===== config.mk =====
export PLATFORM = sky130hd
export DESIGN_NAME = compound_out_arbiter
export DESIGN_NICKNAME = d
export VERILOG_FILES = /design/src/rtl/testbasic20_types.sv /design/src/rtl/compound_rr_pick.sv /design/src/rtl/compound_out_arbiter.sv
export SDC_FILE = /design/constraint.sdc
export NUM_CORES = 1
export LEC_CHECK = 0
export CAP_MARGIN = 20
export CORE_MARGIN = 4
export CORE_UTILIZATION = 25
export CTS_CLUSTER_SIZE = 8
export DETAILED_ROUTE_END_ITERATION = 16
export GPL_ROUTABILITY_DRIVEN = 0
export MAX_ROUTING_LAYER = met4
export PLACE_DENSITY = 0.59
export REMOVE_ABC_BUFFERS = 1
export SLEW_MARGIN = 20
export SYNTH_ARGS = -nofsm -noshare
export SYNTH_HDL_FRONTEND = slang
export SYNTH_SLANG_ARGS = --single-unit

===== constraint.sdc =====
create_clock -name clk -period 1.6 [get_ports clk]
set_input_delay 0.32 -clock clk [delete_from_list [all_inputs] [get_ports clk]]
set_output_delay 0.32 -clock clk [all_outputs]
set_load 0.02 [all_outputs]

===== src/rtl/testbasic20_types.sv =====
// Shared types for the testbasic20 sections: the compound word carried on b_out
// and the state encoding of the output-channel arbiter.
package testbasic20_types;

    typedef enum logic {
        read  = 1'b0,
        write = 1'b1
    } ModeType;

    typedef struct packed {
        ModeType    mode;
        logic [7:0] x;
        logic [7:0] y;
    } CompoundType;

    localparam CompoundType COMPOUND_RESET = '{mode: read, x: 8'd0, y: 8'd0};

    typedef enum logic {
        ARB_IDLE = 1'b0,
        ARB_SEND = 1'b1
    } arb_section_t;

endpackage


===== src/rtl/compound_rr_pick.sv =====
// Round-robin pick: first eligible index scanning upward from last_grant+1,
// wrapping modulo NUM_REQ.
module compound_rr_pick #(
    parameter  int NUM_REQ = 4,
    localparam int IDX_W   = $clog2(NUM_REQ)
) (
    input  logic [NUM_REQ-1:0] eligible,
    input  logic [IDX_W-1:0]   last_grant,
    output logic [IDX_W-1:0]   sel,
    output logic               any
);

    logic [IDX_W:0]   sum;
    logic [IDX_W-1:0] idx;

    always_comb begin
        // NOTE: every output and temporary gets a default first, so no path leaves a latch.
        sel = last_grant;
        any = 1'b0;
        sum = '0;
        idx = '0;
        // Scan from the farthest offset down so the nearest eligible index wins last.
        for (int k = NUM_REQ; k >= 1; k--) begin
            sum = {1'b0, last_grant} + (IDX_W + 1)'(k);
            if (sum >= (IDX_W + 1)'(NUM_REQ)) begin
                sum = sum - (IDX_W + 1)'(NUM_REQ);
            end
            idx = sum[IDX_W-1:0];
            if (eligible[idx]) begin
                sel = idx;
                any = 1'b1;
            end
        end
    end

endmodule


===== src/rtl/compound_out_arbiter.sv =====
// Shares the single blocking CompoundType output channel among NUM_REQ producers:
// captures one word per notify/sync handshake and re-offers it on b_out.
module compound_out_arbiter
    import testbasic20_types::*;
#(
    parameter  int NUM_REQ = 4,
    parameter  int CNT_W   = 16,
    localparam int IDX_W   = $clog2(NUM_REQ)
) (
    input  logic                clk,
    input  logic                rst,
    input  CompoundType         req_data [NUM_REQ],
    input  logic [NUM_REQ-1:0]  req_notify,
    output logic [NUM_REQ-1:0]  req_sync,
    output CompoundType         b_out,
    output logic                b_out_notify,
    input  logic                b_out_sync,
    output logic [IDX_W-1:0]    grant_id,
    output logic [CNT_W-1:0]    xfer_count
);

    arb_section_t       section;
    logic [IDX_W-1:0]   last_grant;
    logic [IDX_W-1:0]   sel;
    logic               any;
    logic               xfer;
    logic               load;
    logic [NUM_REQ-1:0] eligible;

    // A requester still seeing its sync pulse has already been captured.
    assign eligible     = req_notify & ~req_sync;
    assign b_out_notify = (section == ARB_SEND);
    assign xfer         = b_out_notify && b_out_sync;
    assign load         = (section == ARB_IDLE) || xfer;

    compound_rr_pick #(.NUM_REQ(NUM_REQ)) u_pick (
        .eligible   (eligible),
        .last_grant (last_grant),
        .sel        (sel),
        .any        (any)
    );

    always_ff @(posedge clk) begin
        // NOTE: non-blocking assignments keep every register reading pre-edge values.
        if (!rst) begin
            section    <= ARB_IDLE;
            req_sync   <= '0;
            b_out      <= COMPOUND_RESET;
            grant_id   <= '0;
            last_grant <= IDX_W'(NUM_REQ - 1);
            xfer_count <= '0;
        end else begin
            req_sync <= '0;
            if (xfer) begin
                xfer_count <= xfer_count + CNT_W'(1);
            end
            if (load) begin
                if (any) begin
                    b_out      <= req_data[sel];
                    grant_id   <= sel;
                    last_grant <= sel;
                    req_sync   <= NUM_REQ'(1) << sel;
                    section    <= ARB_SEND;
                end else begin
                    section <= ARB_IDLE;
                end
            end
        end
    end

endmodule


Word level (Yosys, flattened, before mapping)
Index checks and enable logic that the tools add are counted.

storage, ports and cells
  register bits = 42
  latch bits = 0
  bits in writable memories = 0
  memory bits (read-only) = 0
  input port bits = 75
  output and inout bits = 40
  word-level logic and storage cells = 59
  memories = 0

operators by class
  add/subtract/negate cells = 9
  multipliers = 0
  divide/modulo/power cells = 0
  magnitude comparators = 9
  equal/unequal tests = 0
  shift-type cells = 1
  mux-type cells = 24
  bitwise operators = 4
  reductions and logical operators = 4

operator list
  operator                                                    number
  binary-select mux 17 bit (select 2 bit)                     1
  2-to-1 mux 17 bit                                           2
  adder 16 x 1 -> 16 bit, second input constant               1
  2-to-1 mux 2 bit                                            8
  greater-or-equal comparator 3 bit, second input constant    5
  less-than comparator 2 x 3 -> 1 bit, second input constant  4
  2-to-1 mux 1 bit                                            9
  binary-select mux 1 bit (select 2 bit)                      4
  subtractor 2 x 1 -> 2 bit, second input constant            4
  adder 2 x 2 -> 3 bit, second input constant                 2
  AND 4 bit                                                   1
  inverter 4 bit                                              1
  left shift 1 x 2 -> 4 bit, first input constant             1
  adder 2 x 1 -> 3 bit, second input constant                 1
  adder 2 x 3 -> 3 bit, second input constant                 1
  inverter 2 -> 3 bit                                         1
  AND reduction 3 bit                                         1
  AND reduction 2 bit                                         1
  logical AND 1 bit                                           1
  logical OR 1 bit                                            1
  inverter 1 bit                                              1

Depth between registers and ports, before layout
Gate-level depths: netlist of run 1.

  depth in word-level cells = 13
  mapped depth = 7
  depth with buffers taken out = 5

Cells and area by module
A second synthesis of run 1 with hierarchy kept.

unflattened totals
  cell total of the unflattened synthesis = 230
  area total of the unflattened synthesis = 2104.5 um^2

modules (own cells, without submodules)
  module                times used  cells an instance  area each (um^2)  sequential area each (um^2)
  compound_out_arbiter  1           216                2021.9            840.8
  compound_rr_pick      1           14                 82.6              0.0

Worst setup path after synthesis of run 1
OpenSTA, ideal clock, no wires.

  kind = flip-flop to flip-flop
  start = register req_sync[1]
  end = register b_out[0] in the netlist's numbering
  setup time = 0.128 ns
  arrival time = 1.661 ns
  data required time = 1.472 ns
  path slack = -0.189 ns
  stages on the path, launching flop included = 8
  path buffers = 2
  period minus slack after synthesis = 1.789 ns
  cell sequence = dfxtp_1 nand2b_1 a2bb2oi_1 mux2i_1 buf_6 buf_4 mux2i_1 o221ai_2

between the ends
  cells in the longest elaborated chain, start to end = 12
  elaborated cells on any way between the ends = 23
  those cells by class = mux (19); bitwise (3); reduce/logical (1)

RTL lines
  element                                                line                        source
  from (decl)                                            compound_out_arbiter.sv:14  output logic [NUM_REQ-1:0] req_sync,
  from (signal assigned)                                 compound_out_arbiter.sv:62  req_sync <= NUM_REQ'(1) << sel;
  inverter 4 bit *                                       compound_out_arbiter.sv:31  assign eligible = req_notify & ~req_sync;
  AND 4 bit *                                            compound_out_arbiter.sv:31
  binary-select mux 1 bit (select 2 bit)                 compound_rr_pick.sv:29      if (eligible[idx]) begin
  2-to-1 mux 1 bit (implied by the code)                 compound_rr_pick.sv:29
  2-to-1 mux 2 bit (4 in series)                         compound_rr_pick.sv:29
  inverter 2 -> 3 bit (implied by the code)              compound_out_arbiter.sv:59  b_out <= req_data[sel];
  binary-select mux 17 bit (select 2 bit)                compound_out_arbiter.sv:59
  2-to-1 mux 17 bit (implied by the code) (2 in series)  compound_out_arbiter.sv:59
  to (signal assigned)                                   compound_out_arbiter.sv:59
  to (decl)                                              compound_out_arbiter.sv:15  output CompoundType b_out,

Every way passes the cells marked *; elsewhere a longest branch is shown, timed or not. The select of a mux whose other input is x is not followed.
A chain may end at the register's enable or synchronous reset.

Worst setup path after layout of run 1
  start = register req_sync[3]
  end = register b_out[3] in the netlist's numbering

Same word-level chain as after synthesis.

==> results by group, run 1 <==
Yosys
  • Syn Inst Count: 218
  • Main combinational cell family by area after synthesis: simple AND/OR/NAND/NOR gates
  • Register area share after synthesis: 38.1%
  • Most area-hungry cell type in the Yosys netlist: dfxtp_1
  • Mapped cell area: approximately 2200 um^2
  • Yosys reg bits: 42
  • Avg Inst Size Synth: approximately 10 um^2
  • Complex-gate fraction of the synthesized area: between 10% and 20%
  • Async SR Flop Fraction: 0%
  • Netlist cell types: 40
  • Synth top area share: about two fifths
  • Xor/xnor cell area share of the yosys netlist: under 10%
  • Synth Area in Adders: less than 1%
  • Synth warnings: 0
  • Number of synthesized flops with an enable pin: 0
  • Synth Area in Simple Gates: between 10% and 20%
  • Synth area leaders: dfxtp_1, mux2i_1, o221ai_2, nand2_1, and2_1
  • Primary FF master, synth: dfxtp_1
  • Mux contribution to synthesized area: 16.3%

Power
  • Leakage power: ~1.9 nW
  • Clock power share: about a fifth
  • Comb pwr share: 47.3%
  • Pwr/cell area: slightly above 900 nW/um^2
  • Peak supply drop: around 0.42 mV
  • Pwr Total: 3.98 mW
  • Sw Ratio: roughly a third
  • Power Internal: approximately 2.7 mW
  • Seq pwr share: between 30% and 40%
  • Net switching power: roughly 1.3 mW

STA
  • Final setup violation count: 12
  • Fmax: about 600 MHz
  • Worst slew pin tran: 0.350 ns
  • RSZ-0062 raised after global routing: true
  • Max Slew Vio Count: 0
  • Worst setup margin: -0.0344 ns
  • Final Hold Fails: 0
  • Final hold slack: between 0.4 and 0.5 ns
  • Skew final: roughly 0.011 ns
  • Slew headroom: 76.6%
  • Final min period: around 1.6 ns
  • Post-route clock period utilization: 102%

Worst setup path
  • Buffers and inverters on the worst path: 2
  • Setup crit start: req_sync[3]
  • CP Data Required Time: 1.77 ns
  • CP cell instances: nand2b_4 > a2bb2oi_2 > mux2i_4 > buf_12 > buf_12 > mux2i_2 > o221ai_2
  • FF-to-FF Start: req_sync[3]
  • Most frequent CP cell: buf_12
  • Worst path depth: 7
  • Critical path type: flip-flop to flip-flop
  • CP max FO: 9
  • Crit path capture type: flip-flop
  • Family with the most delay on the worst path: multiplexers
  • Startpoint Class: flip-flop
  • Worst Path Arrival: roughly 1.8 ns
  • Critical Path Max Stage Delay: approximately 0.33 ns
  • Master of the slowest instance on the critical path: dfxtp_2
  • Cells on worst reg2reg path: 7

Routing
  • DR vias/cell: approximately 4.6
  • Antenna Nets Post-Route: 0
  • Drt drc: 0
  • Vias: 2194
  • Final wirelength: around 7000 um
  • Pre-antenna DRT Iters: 3
  • DRT iter0 DRCs: 38
  • WL/cell: roughly 15 um

Cells and area
  • Share of cells above drive strength 1: 32.2%
  • Most frequent cells in the layout: clkdlybuf4s50_1, dfxtp_1, dlygate4sd2_1
  • Fin nets: around 440
  • Commonest non-fill, non-tap cell in the layout: clkdlybuf4s50_1
  • Ant. Diodes: 0
  • Final Non-Filler Cells: around 480
  • Area grow syn2layout: 96.9%

Job
  • MaxCap Viol Count: 0

Floorplan
  • Core Region: between 8000 and 9000 um^2
  • Row count: 34
  • Num ports: ~120
  • DIE WIDTH: 102 um
  • Starting Density: between 20% and 30%
  • Die height: slightly above 100 um
  • Die ar.: ~10000 um^2

Clocking
  • Clk_lat worst skew: approximately 0.30 ns
  • CTS clock-pin slew for the worst setup and hold paths: approximately 0.09 ns
  • H-tree levels: 2
  • Sink Count: 42
  • CTS buffer count: 5
  • Root Driver: clkbuf_8
  • CTS tree: done
  • Deepest clock path buffer count: 2

Hold path
  • Worst Hold Depth: 4
  • Hold Crit Class: primary input to flip-flop
  • Hold_sp: b_out_sync

Run status
  • Failing checks: negative setup slack
  • Outcome: finished, violations left

Global routing
  • First-pass GRT wire length: around 11000 um
  • Initial antenna violation count: 0
  • Vias in the first global route: ~2.3k
  • GRT Overall Usage: around 14%
  • Overflow after GRT: 0
  • Largest net degree at the start of global routing: 18

Placed design
  • Post-DP HPWL: a little over 5000 um
  • Placed insts: ~460
  • PortBufs: 114
==> cells in the mapped netlist, types with 2 or more instances <==
cell        n
nor3_1      4
inv_1       6
or3_1       4
a21boi_0    4
and2_1     12
mux2i_1    36
and3_1      2
o21ai_0     6
nand3_1     3
buf_6       3
nor2b_1     3
nand2b_2    2
buf_4       3
o2bb2ai_1   2
dfxtp_1    42
nor2_1      6
o221ai_1    8
xnor2_1     8
buf_2       2
clkbuf_1    3
xor2_1      4
nand2_1    25
nand4_1     5
o221ai_2    9
==> metal layers <==
layer  vias up  part of all wire [%]  track usage [%]
li1       1091                     -                -
met1      1016                    41             15.5
met2        81                    51             23.9
met3         6                   7.7             3.55
met4         0                  0.64             3.03
met5         -                     0                -
==> registers in the layout, indices dropped and copies added, names as in the netlist <==
name          cells
b_out            17
grant_id          2
req_sync          4
b_out_notify      1
last_grant        2
xfer_count       16
==> kinds of logic after synthesis <==
kind of cell / after synthesis
AO/OA/AOI/OAI: 35
multiplexers: 36
flip-flops: 42
XOR/XNOR: 12
adder cells (fa/ha/maj): 1
AND/OR/NAND/NOR: 74
buffers and inverters: 18
==> power groups by stage <==
stage,Combinational [mW],Sequential (mW),Clock (mW)
after floorplan,0.571,1.41,0
after global placement,1.37,1.27,0
after detailed placement,1.38,1.27,0
after CTS,1.73,1.25,0.867
after global routing,2.00,1.27,0.898
final,1.89,1.26,0.844
==> metrics by stage <==
| stage | area (um^2) | setup TNS [ns] | worst slack (ns) | utilization, % |
|---|---|---|---|---|
| floorplan | 2110 | -55.31 | -2.47 | - |
| global placement | 3670 | -11.95 | -0.430 | 42.3 |
| detailed placement | 3670 | -12.61 | -0.451 | 42.3 |
| CTS | 4090 | -0.461 | -0.0619 | 47.1 |
| global route | 4350 | -1.33 | -0.0964 | 50.1 |
| finish | 4350 | -0.167 | -0.0344 | 50.1 |
==> worst reg2reg max path: cells and delay by family (launching register included) <==
| family | cells | cell delay, ns |
|---|---|---|
| muxes | 2 | 0.42 |
| DFF | 1 | 0.33 |
| buffers and inverters | 2 | 0.32 |
| AOI/OAI and AO/OA | 2 | 0.27 |
| and+or+nand+nor | 1 | 0.17 |
==> path summary, 6_finish.rpt <==
kind / end / slack (ns)
max: b_out[3] / -0.03
min: xfer_count[1] / 0.45
max reg2reg: b_out[3] / -0.03
min reg2reg: b_out[5] / 0.47
==> cell type report <==
cell class,instances,area (um^2)
clock buffers,6,72.6
clock inverters,2,37.5
fillers,829,4330
inverters,6,25.0
multi-input cells,158,1630
flip-flops and latches,42,847
well taps,108,135
repair buffers,153,1600
==> repair_timing <==
| action | 4_1_cts | 5_1_grt |
|---|---|---|
| gates resized for setup | 69 | 61 |
| setup endpoints to repair | 44 | 45 |
| hold buffers | 0 | 0 |
| pin swaps | 18 | 2 |
| buffers inserted | 5 | 3 |
| gates cloned | 3 | 1 |
Power figures use the tool's default switching activity.
==> inputs of run 2 (changes only) <==
SETUP_SLACK_MARGIN = 0.15   (was unset)
==> results by group, run 2 (synthesized netlist as in run 1, its figures left out) <==
Hold path
  • Hold Crit Class: flip-flop to flip-flop
  • Worst Hold Depth: 2 (-2)
  • Hold_sp: b_out[3]
  • Worst Hold End: b_out[3]

Cells and area
  • Biggest register: b_out
  • Share of cells above drive strength 1: 31.9% (-0.26 points)
  • Biggest regs: b_out: 17 flops, xfer_count: 16 flops, req_sync: 4 flops
  • Final Non-Filler Cells: 478 (+0.63%)
  • Commonest non-fill, non-tap cell in the layout: clkdlybuf4s50_1
  • Area grow syn2layout: 94.8%
  • Fin nets: 445 (+0.68%)
  • Most frequent cells in the layout: clkdlybuf4s50_1, dlygate4sd2_1, dfxtp_1
  • Max reg flops: 17 (unchanged)
  • Ant. Diodes: 0 (unchanged)
  • Post-route cell area: 4310 um^2 (-1.0%)

Worst setup path
  • Cells on worst reg2reg path: 7 (unchanged)
  • CP cell instances: or4b_4 > o31ai_4 > a211oi_2 > buf_4 > nand3b_4 > clkbuf_16 > o221ai_2
  • Startpoint Class: flip-flop
  • CP max FO: 7 (-2)
  • Crit path capture type: flip-flop
  • Worst reg2reg setup slack: -0.13 ns (-0.09 ns)
  • Critical register-to-register path endpoint: b_out[10]
  • Master of the slowest instance on the critical path: or4b_4
  • CP Data Required Time: 1.82 ns (+0.05 ns)
  • Worst Path Arrival: 1.95 ns (+0.14 ns)
  • Critical path type: flip-flop to flip-flop
  • Critical Path Max Stage Delay: 0.55 ns (+0.22 ns)
  • FF-to-FF Start: last_grant[1]

STA
  • Fmax: 579 MHz (-5.3%)
  • Final Hold Fails: 0 (unchanged)
  • Final min period: 1.73 ns (+0.0922 ns)
  • Worst slew pin tran: 0.335 ns (-0.0155 ns)
  • Skew final: 0.00896 ns (-0.00175 ns)
  • Post-route clock period utilization: 108% (+5.8 points)
  • Final setup violation count: 21 (+9)
  • Worst setup margin: -0.127 ns (-0.0922 ns)
  • Max Slew Vio Count: 0 (unchanged)
  • RSZ-0062 raised after global routing: true
  • Slew headroom: 77.6% (+1.0 points)

Run status
  • Outcome: finished, violations left
  • Failing checks: negative setup slack

Clocking
  • CTS clock-pin slew for the worst setup and hold paths: 0.08 ns (about the same)
  • Clk_lat worst skew: 0.30 ns (about the same)
  • Deepest clock path buffer count: 2 (unchanged)
  • Hold-fix buffers, CTS: 0 (unchanged)
  • Root Driver: clkbuf_8
  • CTS tree: done
  • H-tree levels: 2 (unchanged)
  • CTS buffer count: 5 (unchanged)
  • Sink Count: 42 (unchanged)

Placed design
  • PortBufs: 114 (unchanged)
  • Pre-CTS setup slack: -0.451 ns (unchanged)
  • Placed instance area: 3670 um^2 (unchanged)
  • Placed insts: 457 (unchanged)
  • Post-DP HPWL: 5120 um (unchanged)

Power
  • Leakage power: 1.82 nW (-3.2%)
  • Clock power share: 21.8% (+0.6 points)
  • Peak supply drop: 0.404 mV (-3.0%)
  • Sw Ratio: 31.5% (-0.27 points)
  • Pwr/cell area: 905 nW/um^2 (-1.2%)
  • Net switching power: 1.23 mW (-3.0%)
  • Power Internal: 2.67 mW (-1.8%)
  • Comb pwr share: 46.1% (-1.2 points)
  • Seq pwr share: 32.1% (+0.6 points)

Routing
  • WL met2: 3650 um (+1.7%)
  • Pre-antenna DRT Iters: 3 (unchanged)
  • Vias: 2222 (+1.3%)
  • Wire length on met3: 508 um (-6.1%)
  • Drt drc: 0 (unchanged)
  • DR vias/cell: 4.65 (+0.64%)
  • Antenna Nets Post-Route: 0 (unchanged)
  • Metal-1 WL: 2900 um (+1.6%)
  • DRT iter0 DRCs: 32 (-16%)
  • WL/cell: 14.9 um (+0.83%)
  • Final wirelength: 7140 um (+1.5%)
  • Max layer used: met4

Floorplan
  • Core Region: 8680 um^2 (unchanged)
  • Die height: 102 um (unchanged)
  • DIE WIDTH: 102 um (unchanged)
  • Starting Density: 25.5% (unchanged)
  • Die ar.: 10400 um^2 (unchanged)
  • Num ports: 115 (unchanged)
  • Row count: 34 (unchanged)

Global routing
  • GRT Overall Usage: 13.7% (+0.044 points)
  • Initial antenna violation count: 0 (unchanged)
  • First-pass GRT wire length: 11000 um (+0.44%)
  • Overflow after GRT: 0 (unchanged)
  • Largest net degree at the start of global routing: 18 (unchanged)
  • Vias in the first global route: 2341 (+0.30%)

Job
  • MaxCap Viol Count: 0 (unchanged)
==> run 2: worst max-delay path, delay by kind of cell, from the launching register on <==
family	cells	cell delay [ns]
AND/OR/NAND/NOR	2	0.75
buffers and inverters	2	0.34
flip-flops	1	0.33
AO/OA/AOI/OAI	3	0.24
==> run 2: worst max path at each step <==
stage	from	to	slack, ns	cells after the start
after floorplan	req_sync[1]	b_out[0]	-2.47	5
after global placement	req_notify[3]	b_out[15]	-0.43	7
after detailed placement	req_notify[3]	b_out[15]	-0.45	7
after CTS	req_sync[3]	b_out[6]	-0.06	8
after global routing	last_grant[1]	b_out[10]	-0.20	7
final	last_grant[1]	b_out[10]	-0.13	7
==> run 2: area by class of cell <==
cell class / count / area [um^2]
clock buffers: 6 / 72.6
clock inverters: 2 / 37.5
fillers: 849 / 4370
inverters: 6 / 22.5
multi-input cells: 158 / 1560
flip-flops and latches: 42 / 852
well taps: 108 / 135
repair buffers: 156 / 1630
==> run 2: layer usage <==
layer / global-route usage, % / vias to the layer above
li1: - / 1091
met1: 15.5 / 1039
met2: 23.9 / 83
met3: 3.55 / 9
met4: 3.43 / 0
met5: - / -
==> run 2: metrics by stage <==
step           hold slack, ns  TNS (ns)  total power [mW]  util [%]
2_1_floorplan           0.382    -55.31              1.98         -
3_3_place_gp            0.444    -11.95              2.64      42.3
3_5_place_dp            0.450    -12.61              2.65      42.3
4_1_cts                 0.467    -0.716              3.80      47.4
5_1_grt                 0.501     -3.56              4.08      49.6
6_report                0.469     -2.10              3.90      49.6
==> run 2: what timing repair did <==
item / in CTS / in global routing
buffers inserted: 5 / 3
gates cloned: 3 / 2
pin swaps: 23 / 18
resized for setup: 105 / 25
endpoints found under the setup margin: 73 / 35
==> run 2: power by group through the flow <==
| stage | logic [mW] | registers, mW | clock network [mW] |
|---|---|---|---|
| after floorplan | 0.571 | 1.41 | 0 |
| final | 1.80 | 1.25 | 0.848 |
| after CTS | 1.69 | 1.25 | 0.867 |
| after detailed placement | 1.38 | 1.27 | 0 |
| after global placement | 1.37 | 1.27 | 0 |
| after global routing | 1.91 | 1.27 | 0.898 |
==> inputs of run 3 (changes only) <==
SLEW_MARGIN = unset   (was 20)
==> results of run 3 <==
No change in the layout: final DEF, timing and power equal those of run 2.
==> edit 1: new RTL, flow settings as in run 2 <==
Register the output `req_sync` once more, cleared by the reset; this adds one clock of latency there. The other outputs are not delayed to match.
--- a/src/rtl/compound_out_arbiter.sv
+++ b/src/rtl/compound_out_arbiter.sv
@@ -21,2 +21,4 @@
 
+    logic [NUM_REQ-1:0] req_sync_s0;
+
     arb_section_t       section;
@@ -30,3 +32,3 @@
     // A requester still seeing its sync pulse has already been captured.
-    assign eligible     = req_notify & ~req_sync;
+    assign eligible     = req_notify & ~req_sync_s0;
     assign b_out_notify = (section == ARB_SEND);
@@ -46,3 +48,3 @@
             section    <= ARB_IDLE;
-            req_sync   <= '0;
+            req_sync_s0 <= '0;
             b_out      <= COMPOUND_RESET;
@@ -52,3 +54,3 @@
         end else begin
-            req_sync <= '0;
+            req_sync_s0 <= '0;
             if (xfer) begin
@@ -61,3 +63,3 @@
                     last_grant <= sel;
-                    req_sync   <= NUM_REQ'(1) << sel;
+                    req_sync_s0 <= NUM_REQ'(1) << sel;
                     section    <= ARB_SEND;
@@ -70,2 +72,10 @@
 
+    always_ff @(posedge clk) begin
+        if (!rst) begin
+            req_sync <= '0;
+        end else begin
+            req_sync <= req_sync_s0;
+        end
+    end
+
 endmodule
Formal check against the unedited RTL: not equivalent (Yosys sat finds a counterexample within 4 cycles, from zero or initial values and one cycle with rst low).
==> edit 1 against run 2 <==
The flow still finishes with violations (negative setup slack); clock power rose by 9.3%; power rose by 8.2%; synthesized area rose by 3.7%; sequential cell count rose by 4; setup slack got worse by 0.067 ns; sequential share of layout area rose by 2.1 points; design area barely moved; cell count rose by 5.9%; wire length rose by 10%; critical path type unchanged.
==> edit 1: results (changes against run 2) <==
failing checks=negative setup slack; Worst EP arrival=1.99 ns (+0.04 ns); Seq/Total Area, Yosys=0.4017 (+0.02123); Netlist cell types=37 (-7.5%); mean post-synth cell area=9.394 um2 (-7.3%); biggest registers after layout=b_out (17), xfer_count (16); clk pwr=0.927 mW (+9.3%); combinational share of power=0.452 (-0.009); Non-Filler Instances=506 (+5.9%); Net Sw Power=1.376 mW (+12%); status=complete, but fails checks; HPWL Detailed=5257 um (+2.6%); Slew HR=0.7262 (-0.05024); Filler cells=836 (-1.5%); final worst setup slack=-0.1940 ns (-0.06730 ns); first-pass detailed-route iteration total=4 (+1); multi-input combinational area share=0.3326 (-0.02867); Synth area leaders=dfxtp_1 40%, mux2i_1 15%, o221ai_1 6.9%; clock-cell share of area=0.02614 (+0.0005660); reg2reg start=req_sync_s0[1]$_SDFF_PP0_; GRT Util Overall=0.1444 (+0.007866); placed cell count=478 (+4.6%); Nets=473 (+6.3%); Leakage Power=1.862 nW (+2.6%); slowest stage cell, crit path=a2111o_2; CP peak stage delay=0.52 ns (-0.03 ns); Multi-input comb cells=174 (+10%); DR vias/cell=4.883 (+5.1%); Non-clock buffers=162 (+3.8%); DR iter-0 viols=60 (+88%); Setup Slack @ Placement=-0.6770 ns (-0.2264 ns); worst vdd ir=467.6 uV (+16%); setup violators final=19 (-9.5%); Fin Hold WS=0.4889 ns (+0.01966 ns); buffering overhead=0.3840 (+0.005300); reg-to-reg endpoint=b_out[0]$_SDFFE_PN0P_; setup TNS=-3.400 ns (-1.304 ns); Worst Hold Path EP=b_out[12]$_SDFFE_PN0P_; Placed Area=3745 um2 (+2.1%)
## edit 1: cell types whose count changed in the layout (fill, tap and decap cells not counted), sizes merged, moves of 4 or more
cell    delta
a21boi     -4
a21oi      +5
and2       -8
buf        +7
dfxtp      +4
nand2     -20
nand3     +20
nor2      +17
## edit 1: worst min-delay path, cell delays in order (launching register included)
cell	delay, ns
dfxtp_1	0.34
nand3_1	0.06
o221ai_1	0.06
## edit 1: per-layer routing
metal,part of all wire,vias to the layer above,wire length [um],global-route usage
met4,0.0080,0,63,0.03134
met1,0.42,1167,3346,0.1637
met2,0.50,96,3907,0.2523
li1,-,1200,-,-
met5,0,-,0,-
met3,0.072,8,568,0.04353
## edit 1: cell families (layout without fill, tap and decap cells)
logic type      after synthesis  after routing  share of synthesized area
compound gates               40             40                     0.1337
xor+xnor                     12             12                    0.04585
fa+ha+maj                     1              1                   0.005458
buf+inv                      24            178                    0.05568
flops                        46             46                     0.4017
mux                          34             34                     0.1485
simple gates                 87             87                     0.2091
## edit 1: how the worst max path moves through the flow
stage                                     from                      to  cells past startpoint
floorplan            req_sync_s0[2]$_SDFF_PN0_   b_out[0]$_SDFFE_PN0P_                      5
global placement                 req_notify[1]  b_out[14]$_SDFFE_PN0P_                      7
detailed placement               req_notify[1]   b_out[1]$_SDFFE_PN0P_                      7
CTS                  req_sync_s0[1]$_SDFF_PP0_   b_out[0]$_SDFFE_PN0P_                      7
global route        last_grant[1]$_SDFFE_PN1P_   b_out[8]$_SDFFE_PN0P_                      7
finish               req_sync_s0[1]$_SDFF_PP0_   b_out[0]$_SDFFE_PN0P_                      7
## edit 1: repair_timing
item,in CTS,in global routing
setup buffers,11,4
hold buffers,0,0
setup endpoints to repair,72,37
resized for setup,81,38
pin swaps,12,8
cloned,5,0
==> edit 2: new RTL, config.mk and constraints of run 2 <==
Made on the original files. `NUM_REQ` is set to 4 in 2 places; all go to 8.
--- a/src/rtl/compound_rr_pick.sv
+++ b/src/rtl/compound_rr_pick.sv
@@ -3,3 +3,3 @@
 module compound_rr_pick #(
-    parameter  int NUM_REQ = 4,
+    parameter  int NUM_REQ = 8,
     localparam int IDX_W   = $clog2(NUM_REQ)
--- a/src/rtl/compound_out_arbiter.sv
+++ b/src/rtl/compound_out_arbiter.sv
@@ -5,3 +5,3 @@
 #(
-    parameter  int NUM_REQ = 4,
+    parameter  int NUM_REQ = 8,
     parameter  int CNT_W   = 16,
Interface: changed (resized grant_id, req_data, req_notify and req_sync); port bits go from 115 to 192. The function was not compared with the original's and may differ.
==> edit 2 against run 2 <==
The flow still finishes with violations (negative setup slack); cell count rose by 140%; hold slack got worse by 0.062 ns; critical endpoint is now b_out[13]$_SDFFE_PN0P_; sequential cell count grew 6; largest cell class is now multi-input combinational cells; fmax is 44% lower; synthesized area grew 110%; synthesized cell count grew to 3.1 times the old value; setup slack got worse by 1.4 ns; wire length rose to 2.7 times the old value; design area rose by 90%.
Power is not shown: default switching activity piles up to over one toggle a cycle in this logic, so the estimate is an artifact.
==> edit 2: results (changes against run 2) <==
first-pass detailed-route iteration total=5 (+2); DR iter-0 viols=359 (+1000%); vias=5864 (+160%); clk_skew=0.01003 ns (+0.001070 ns); Hold Path Depth=2 (unchanged); initial antenna violation count=0 (unchanged); HPWL Detailed=13730 um (+170%); Worst setup startpoint=last_grant[0]$_SDFFE_PN1P_; synth warn=0 (unchanged); DR WL/cell=17.26 um (+16%); GRT met3 Usage=0.03684 (+0.001344); clock slew at reported path FFs=roughly 0.07 ns; largest net degree at the start of global routing=59 (+41); first-pass GRT wire length=29780 um (+170%); Synth area leaders=dfxtp_1 21%, nand2_1 19%, a21oi_1 8.2%; root buf cell=clkbuf_16; failing checks=negative setup slack; critical path peak fanout=11 (+4); setup violators final=32 (+52%); Hold Startpoint=rst; Nets=1062 (+140%); final worst setup slack=-1.492 ns (-1.366 ns); Synth Instances=670 (+210%); Inserted Diodes=0 (unchanged); status=complete, but fails checks; Post-synth top cells=231 x nand2_1, 74 x a21oi_1, 48 x dfxtp_1; Hold WC Path Type=input pin to flop; Synth async-reset ratio=0 (unchanged); Worst Hold Path EP=last_grant[0]$_SDFFE_PN1P_; Post-synth top flop=dfxtp_1; slowest stage cell, crit path=mux4_2; grt met2 use=0.3205 (+0.08109); biggest registers after layout=b_out (17), xfer_count (16), req_sync (8); Placed Area=7201 um2 (+96%); Longest Clk Path Bufs=2 (unchanged); Worst-Skew Late Latency=between 0.2 and 0.3 ns; Netlist cell types=55 (+38%); Total Wirelength=19620 um (+170%); ratio of cells with drive above 1 in the final layout=0.2259 (-0.09304); M1 GR Usage=0.2288 (+0.07407); Worst-Margin Slew=0.6411 ns (+0.3064 ns); Num CTS Buffers=5 (unchanged); H-tree levels=2 (unchanged); Seq/Total Area, Yosys=0.2121 (-0.1684); port bufs=191 (+68%); GRT Util Overall=0.1881 (+0.05149); Worst EP arrival=3.27 ns (+1.32 ns); reg-to-reg endpoint=b_out[13]$_SDFFE_PN0P_; vias in the first global route=5782 (+150%); Filler cells=1745 (+110%); CP peak stage delay=0.50 ns (-0.05 ns); CP delay by family, top=compound AO/OA/AOI/OAI gates; number of cells on the worst reg-to-reg path=11 (+4)
-- edit 2: changes by cell type after synthesis, moves of 8 or more --
cell / change
nand2_1: +206
a21oi_1: +73
nor3_1: +40
a311oi_1: +36
clkbuf_1: +35
mux2i_1: -26
o31a_1: +17
o21a_1: +16
nand2b_1: +10
o221ai_2: -9
o221ai_1: -8
-- edit 2: per-layer routing --
metal  part of all wire  wire [um]
met1               0.43       8345
met2               0.48       9469
met3              0.068       1341
met4              0.024        465
met5                  0          0
-- edit 2: worst max path at each step --
stage / depth (start not counted) / end
4_1_cts: 12 / b_out[9]$_SDFFE_PN0P_
2_1_floorplan: 9 / b_out[11]$_SDFFE_PN0P_
3_5_place_dp: 11 / b_out[12]$_SDFFE_PN0P_
5_1_grt: 13 / b_out[2]$_SDFFE_PN0P_
3_3_place_gp: 11 / b_out[12]$_SDFFE_PN0P_
6_report: 11 / b_out[13]$_SDFFE_PN0P_
-- edit 2: final cells by class --
class	count	area, um2	area share
clock buffer	6	128.9	0.01579
clock inverter	1	5.005	0.0006131
inverter	5	22.52	0.002759
multi-input combinational	559	3745	0.4588
sequential	48	972.2	0.1191
tap	225	281.5	0.03449
timing repair buffer	293	3008	0.3685
-- edit 2: kinds of logic (layout without fill, tap and decap cells) --
logic type,count (synthesis),in the layout,synth area share
muxes,21,21,0.07181
and+or+nand+nor,342,342,0.3297
buffers and inverters,63,305,0.06683
xor gates and xnor gates,19,19,0.04336
DFF,48,48,0.2121
AOI/OAI and AO/OA,174,174,0.2679
adders and majority gates,3,3,0.008286
-- edit 2: metrics by stage --
step	TNS (ns)	setup slack, ns	hold slack, ns	util
finish	-42.68	-1.492	0.4068	0.4655
global route	-47.00	-1.633	0.4114	0.4655
CTS	-41.91	-1.479	0.4022	0.4503
detailed placement	-57.18	-1.946	0.4593	0.4106
global placement	-57.11	-1.941	0.4495	0.4106
floorplan	-142.78	-4.779	0.3918	-
-- edit 2: what timing repair did --
action,4_1_cts,5_1_grt
setup buffers,11,6
pin swaps,19,11
resized for setup,127,39
gates cloned,5,3
endpoints found under the setup margin,89,44
